==> src/rtl/div_iter_if.sv <==
// Request/response bundle between the EX stage and the iterative divider.
// The EX side is the master; the divider is the slave.
interface div_iter_if #(
    parameter int WIDTH = 32
);
    logic                 start_i;
    logic                 signed_div_i;
    logic [WIDTH-1:0]     opdata1_i;
    logic [WIDTH-1:0]     opdata2_i;
    logic                 annul_i;
    logic                 busy_o;
    logic                 ready_o;
    logic [2*WIDTH-1:0]   result_o;
    logic                 div_by_zero_o;

    modport master (
        output start_i,
        output signed_div_i,
        output opdata1_i,
        output opdata2_i,
        output annul_i,
        input  busy_o,
        input  ready_o,
        input  result_o,
        input  div_by_zero_o
    );

    modport slave (
        input  start_i,
        input  signed_div_i,
        input  opdata1_i,
        input  opdata2_i,
        input  annul_i,
        output busy_o,
        output ready_o,
        output result_o,
        output div_by_zero_o
    );
endinterface

==> src/rtl/div_iter.sv <==
// Iterative restoring divider resolving STEPS quotient bits per cycle.
// Result is {remainder, quotient}; all outputs come from registers.
module div_iter #(
    parameter int WIDTH = 32,
    parameter int STEPS = 1
) (
    input  logic       clk,
    input  logic       reset,
    div_iter_if.slave  bus
);
    localparam int K  = WIDTH / STEPS;
    localparam int CW = $clog2(K + 1);
    localparam logic [CW-1:0] LAST = CW'(K - 1);

    if (WIDTH < 4 || (WIDTH % STEPS) != 0 ||
        !(STEPS == 1 || STEPS == 2 || STEPS == 4 || STEPS == 8)) begin : g_bad_cfg
        $error("div_iter: illegal WIDTH/STEPS combination");
    end

    typedef enum logic [1:0] {
        S_IDLE,
        S_ON,
        S_DONE
    } state_t;

    state_t             state_q, state_d;
    logic [CW-1:0]      cnt_q, cnt_d;
    logic [WIDTH-1:0]   shq_q, shq_d;
    logic [WIDTH-1:0]   dvs_q, dvs_d;
    logic [WIDTH-1:0]   rem_q, rem_d;
    logic               qneg_q, qneg_d;
    logic               rneg_q, rneg_d;
    logic [2*WIDTH-1:0] result_q, result_d;
    logic               dz_q, dz_d;

    logic               a_neg, b_neg;
    logic [WIDTH:0]     trial_v, diff_v;
    logic [WIDTH-1:0]   step_rem, step_shq;
    logic [WIDTH-1:0]   q_fix, r_fix;

    assign a_neg = bus.signed_div_i & bus.opdata1_i[WIDTH-1];
    assign b_neg = bus.signed_div_i & bus.opdata2_i[WIDTH-1];

    // shq holds the unconsumed dividend bits in its top and collects
    // quotient bits at the bottom; the remainder stays below the divisor,
    // so the trial's top bit is a reliable borrow.
    always_comb begin
        step_rem = rem_q;
        step_shq = shq_q;
        trial_v  = '0;
        diff_v   = '0;
        for (int i = 0; i < STEPS; i++) begin
            trial_v  = {step_rem, step_shq[WIDTH-1]};
            diff_v   = trial_v - {1'b0, dvs_q};
            step_shq = {step_shq[WIDTH-2:0], ~diff_v[WIDTH]};
            step_rem = diff_v[WIDTH] ? trial_v[WIDTH-1:0]
                                     : diff_v[WIDTH-1:0];
        end
    end

    assign q_fix = qneg_q ? -step_shq : step_shq;
    assign r_fix = rneg_q ? -step_rem : step_rem;

    always_comb begin
        state_d  = state_q;
        cnt_d    = cnt_q;
        shq_d    = shq_q;
        dvs_d    = dvs_q;
        rem_d    = rem_q;
        qneg_d   = qneg_q;
        rneg_d   = rneg_q;
        result_d = result_q;
        dz_d     = dz_q;
        unique case (state_q)
            S_IDLE: begin
                if (bus.start_i && !bus.annul_i) begin
                    shq_d  = a_neg ? -bus.opdata1_i : bus.opdata1_i;
                    dvs_d  = b_neg ? -bus.opdata2_i : bus.opdata2_i;
                    rem_d  = '0;
                    cnt_d  = '0;
                    qneg_d = a_neg ^ b_neg;
                    rneg_d = a_neg;
                    if (bus.opdata2_i == '0) begin
                        state_d  = S_DONE;
                        result_d = '0;
                        dz_d     = 1'b1;
                    end else begin
                        state_d  = S_ON;
                    end
                end
            end
            S_ON: begin
                if (bus.annul_i) begin
                    state_d = S_IDLE;
                end else begin
                    shq_d = step_shq;
                    rem_d = step_rem;
                    cnt_d = cnt_q + CW'(1);
                    if (cnt_q == LAST) begin
                        state_d  = S_DONE;
                        result_d = {r_fix, q_fix};
                        dz_d     = 1'b0;
                    end
                end
            end
            S_DONE: begin
                if (!bus.start_i || bus.annul_i) begin
                    state_d = S_IDLE;
                end
            end
            default: begin
                state_d = S_IDLE;
            end
        endcase
    end

    always_ff @(posedge clk or posedge reset) begin
        if (reset) begin
            state_q  <= S_IDLE;
            cnt_q    <= '0;
            shq_q    <= '0;
            dvs_q    <= '0;
            rem_q    <= '0;
            qneg_q   <= 1'b0;
            rneg_q   <= 1'b0;
            result_q <= '0;
            dz_q     <= 1'b0;
        end else begin
            state_q  <= state_d;
            cnt_q    <= cnt_d;
            shq_q    <= shq_d;
            dvs_q    <= dvs_d;
            rem_q    <= rem_d;
            qneg_q   <= qneg_d;
            rneg_q   <= rneg_d;
            result_q <= result_d;
            dz_q     <= dz_d;
        end
    end

    assign bus.busy_o        = (state_q == S_ON);
    assign bus.ready_o       = (state_q == S_DONE);
    assign bus.result_o      = result_q;
    assign bus.div_by_zero_o = dz_q;
endmodule

==> src/flat_wrapper.sv <==
// flat-port wrapper written by rule: the top's interface ports become plain ports
module div_iter_flat 
#(
    parameter int WIDTH = 32,
    parameter int STEPS = 1
)
  (clk, reset, bus_start_i, bus_signed_div_i, bus_opdata1_i, bus_opdata2_i, bus_annul_i, bus_busy_o, bus_ready_o, bus_result_o, bus_div_by_zero_o);
  div_iter_if #(.WIDTH(WIDTH)) bus_i ();
  input  logic clk;
  input  logic reset;
  input wire logic [$bits(bus_i.start_i)-1:0] bus_start_i;
  input wire logic [$bits(bus_i.signed_div_i)-1:0] bus_signed_div_i;
  input wire logic [$bits(bus_i.opdata1_i)-1:0] bus_opdata1_i;
  input wire logic [$bits(bus_i.opdata2_i)-1:0] bus_opdata2_i;
  input wire logic [$bits(bus_i.annul_i)-1:0] bus_annul_i;
  output wire logic [$bits(bus_i.busy_o)-1:0] bus_busy_o;
  output wire logic [$bits(bus_i.ready_o)-1:0] bus_ready_o;
  output wire logic [$bits(bus_i.result_o)-1:0] bus_result_o;
  output wire logic [$bits(bus_i.div_by_zero_o)-1:0] bus_div_by_zero_o;
  assign bus_i.start_i = bus_start_i;
  assign bus_i.signed_div_i = bus_signed_div_i;
  assign bus_i.opdata1_i = bus_opdata1_i;
  assign bus_i.opdata2_i = bus_opdata2_i;
  assign bus_i.annul_i = bus_annul_i;
  assign bus_busy_o = bus_i.busy_o;
  assign bus_ready_o = bus_i.ready_o;
  assign bus_result_o = bus_i.result_o;
  assign bus_div_by_zero_o = bus_i.div_by_zero_o;
  div_iter #(.WIDTH(WIDTH), .STEPS(STEPS)) u_core (.clk(clk), .reset(reset), .bus(bus_i));
endmodule
==> config.mk <==
export PLATFORM = sky130hd
export DESIGN_NAME = div_iter_flat
export DESIGN_NICKNAME = d
export VERILOG_FILES = /design/src/rtl/div_iter_if.sv /design/src/rtl/div_iter.sv /design/src/flat_wrapper.sv
export SDC_FILE = /design/constraint.sdc
export NUM_CORES = 1
export LEC_CHECK = 0
export ABC_AREA = 1
export BUFFER_PORTS_ARGS = -buffer_cell sky130_fd_sc_hd__buf_4
export CORE_ASPECT_RATIO = 1.25
export CORE_MARGIN = 2
export CORE_UTILIZATION = 55
export CTS_BUF_LIST = sky130_fd_sc_hd__clkbuf_16
export CTS_CLUSTER_SIZE = 14
export DETAILED_ROUTE_END_ITERATION = 10
export HOLD_SLACK_MARGIN = 0.12
export PLACE_DENSITY_LB_ADDON = 0.1
export SLEW_MARGIN = 10
export SYNTH_ARGS = -nofsm -noshare
export SYNTH_HDL_FRONTEND = slang
export SYNTH_SLANG_ARGS = --single-unit
==> constraint.sdc <==
create_clock -name clk -period 5.4 [get_ports clk]
set_clock_uncertainty 0.1 [all_clocks]
set_input_delay 0.54 -clock clk [delete_from_list [all_inputs] [get_ports clk]]
set_output_delay 0.54 -clock clk [all_outputs]
set_load 0.005 [all_outputs]
==> flow_summary.yaml <==
outcome:
  outcome: "complete, no violations"
clock_tree:
  post-cts-setup-buffers: 0
  clk_path_buf_depth: 2
  clk_pin_slew_ps: 70
  cts_root_buf: "clkbuf_16"
  cts_tree: "yes"
  htree_levels: 4
  clock_latency_ps: 440
  ctsResizeCount: 0
  cts_sinks: 171
  cts_hold_repair.buffers: 0
  cts_buffers: 17
placed_design:
  place_area_um2: 14600
  port_buffers: 135
  hpwlAfterDp_um: 34200
  place_congestion: 1.01
grt:
  antenna_found_initial: 0
  grt_pass1_vias: 13241
  grt_usage_pct: 35.7
  grt_pass1_wl_um: 70100
  grt_max_degree: 99
  grt_overflow: 0
die:
  core_area_um2: 23800
  chipHeight_um: 178
  initial_core_util_pct: 56.2
  row_count: 63
  io_pins: 136
  die_area_um2: 25600
  dieWidth_um: 143
timing:
  fin_tns_setup_ps: 0
  relSlewSlack_pct: 35.8
  drv_slew: 0
  layout_min_cycle_time_ps: 4930
  fin_crit_sh_pct: 91.4
  whs_ps: 195
  hold_violations: 0
  fmax_mhz: 203
  rsz0062_at_grt: "false"
  final-setup-viol-count: 0
  worstMarginPinSlew_ps: 964
drt:
  highest_layer: "met4"
  wl_per_cell_um: 17.4
  routed-wl-met2_um: 21400
  viasPerCell: 5.47
  dr.pass1.iters: 6
  vias: 13913
  wirelength_met1_um: 17200
  wl_met3_um: 2790
  drcViolationCount: 0
  drtIter0Drc: 1128
  routed_wl_um: 44100
  detail-route-antenna-nets: 0
synth:
  synth-edff-count: 0
  synth.net_count: 2210
  ys_seq_area_share_pct: 32.0
  ys_seq_elements: 171
  syn_area_um2: 13400
  yosysUniqueCellTypes: 50
  syn_area_per_cell_um2: 6.36
  syn_inst: 2103
  ys_async_sr_fraction_pct: 100
  yosys_warnings: 0
  synth_ff_type: "dfrtp_1"
setup_path:
  rr_worst_depth: 27
  crit_type: "reg -> reg"
  startpoint_type: "flip-flop"
  crit_required_ps: 5630
  cp_max_fo: 34
  crit_path_end_kind: "flip-flop"
  cp_data_arrival_time_ps: 5160
min_path:
  hp-class: "in -> async"
finish:
  fin_util_pct: 63.8
  final_area_um2: 15200
  drive_gt1_share_pct: 11.5
  syn_to_final_growth_pct: 13.6
  n_antenna_cell: 0
  nets: 2313
pwr:
  total_power_mw: 11.4
  peakVddDrop_v: 0.000384
  leakage_nw: 8.14
  powerDensity_nw_per_um2: 749
flow_run:
  maxCapViolCount: 0
[cell type report]
class	count	area [um2]
Fill cell	2309	8610
Clock inverter	15	165
Tap cell	325	407
Multi-Input combinational cell	1562	7650
Clock buffer	17	425
Sequential cell	171	4280
Timing Repair Buffer	151	1130
Inverter	303	1140
[worst max-delay path: stages (launching register included)]
cell     delay (ps)
dfrtp_1         370
inv_1           100
ha_1            160
inv_1            80
fa_1            460
nand2_1          90
nand2_1          50
nand3_1          90
nand2_2         100
nand2_2          90
nand2_2          70
nand2_4         100
nand3_2         250
nand2_4         440
ha_1            220
inv_1            50
nor3_1          210
nand2_1         110
nor2_1          170
nand4_1         130
nor3_1          430
nand4_1         210
nand2_1         170
nand3_1         180
nor2_1          160
a21oi_1          80
o21ai_0          80
nand2_1          70
[cells by family after synthesis]
family | after synthesis | synth area share [%]
buf+inv | 370 | 10.9
fa+ha+maj | 38 | 3.61
compound gates | 344 | 14.2
xor+xnor | 50 | 3.27
simple gates | 1130 | 36.0
flops | 171 | 32.0
[stage by stage]
step / cells / setup WS [ps]
after CTS: 2544 / 514
after global placement: 2512 / 681
after global routing: 2544 / 15.0
after detailed placement: 2512 / 556
after floorplan: 2103 / 128
final: 2544 / 467
[state kept, by name (all words and copies together) (netlist names)]
| signal | count |
|---|---|
| u_core.bus.result_o | 64 |
| u_core.shq_q | 32 |
| u_core.rem_q | 32 |
| u_core.bus.div_by_zero_o | 1 |
| u_core.qneg_q | 1 |
| u_core.rneg_q | 1 |
| u_core.state_q | 2 |
| u_core.dvs_q | 32 |
| u_core.cnt_q | 6 |
[synthesized netlist by cell type, drive strengths merged (22+ instances only)]
master,count,area (um2)
inv,300,1130
dfrtp,171,4280
nand2,728,2850
o21ai,185,930
o22ai,25,156
ha,37,463
nand3,128,686
nor2,201,822
a21oi,86,445
o211ai,22,165
xor2,39,342
nand4,23,144
clkbuf,46,173
[power by group]
group / switching (mW) / total, mW / internal, mW
logic: 5.72 / 8.08 / 2.36
clock network: 0.567 / 1.26 / 0.691
registers: 0.386 / 2.04 / 1.66
total: 6.67 / 11.4 / 4.71
[routing by layer]
| layer | GRT usage, % | vias up |
|---|---|---|
| li1 | - | 6908 |
| met1 | 42.3 | 6379 |
| met2 | 61.0 | 503 |
| met3 | 5.74 | 123 |
| met4 | 20.8 | 0 |
| met5 | 0 | - |
[cell usage in the layout, fill, tap and decap left out, types with 9 or more instances in the layout]
cell type	instances
nand3b_1	12
nor4_1	9
ha_1	37
nand4_1	23
nand2_2	27
nand2_1	695
o22ai_1	25
o21ai_1	17
clkbuf_16	17
nor2_1	185
xnor2_1	11
nand3_1	122
a21oi_1	84
dfrtp_1	171
o211ai_1	22
o31ai_1	10
xor2_1	39
nor3_1	18
o21ai_0	167
buf_4	151
inv_1	292
[worst paths after layout]
kind	end	start	slack (ps)
min reg2reg	u_core.bus.result_o[9]	u_core.bus.result_o[9]	380
max in group asynchronous	u_core.bus.result_o[54]	reset	3930
max reg2reg	u_core.bus.result_o[30]	u_core.shq_q[31]	470
min	u_core.shq_q[27]	reset	190
max	u_core.bus.result_o[30]	u_core.shq_q[31]	470
min in group clk	u_core.state_q[1]	bus_start_i	280
No activity file was read; power rests on OpenSTA's default activity.
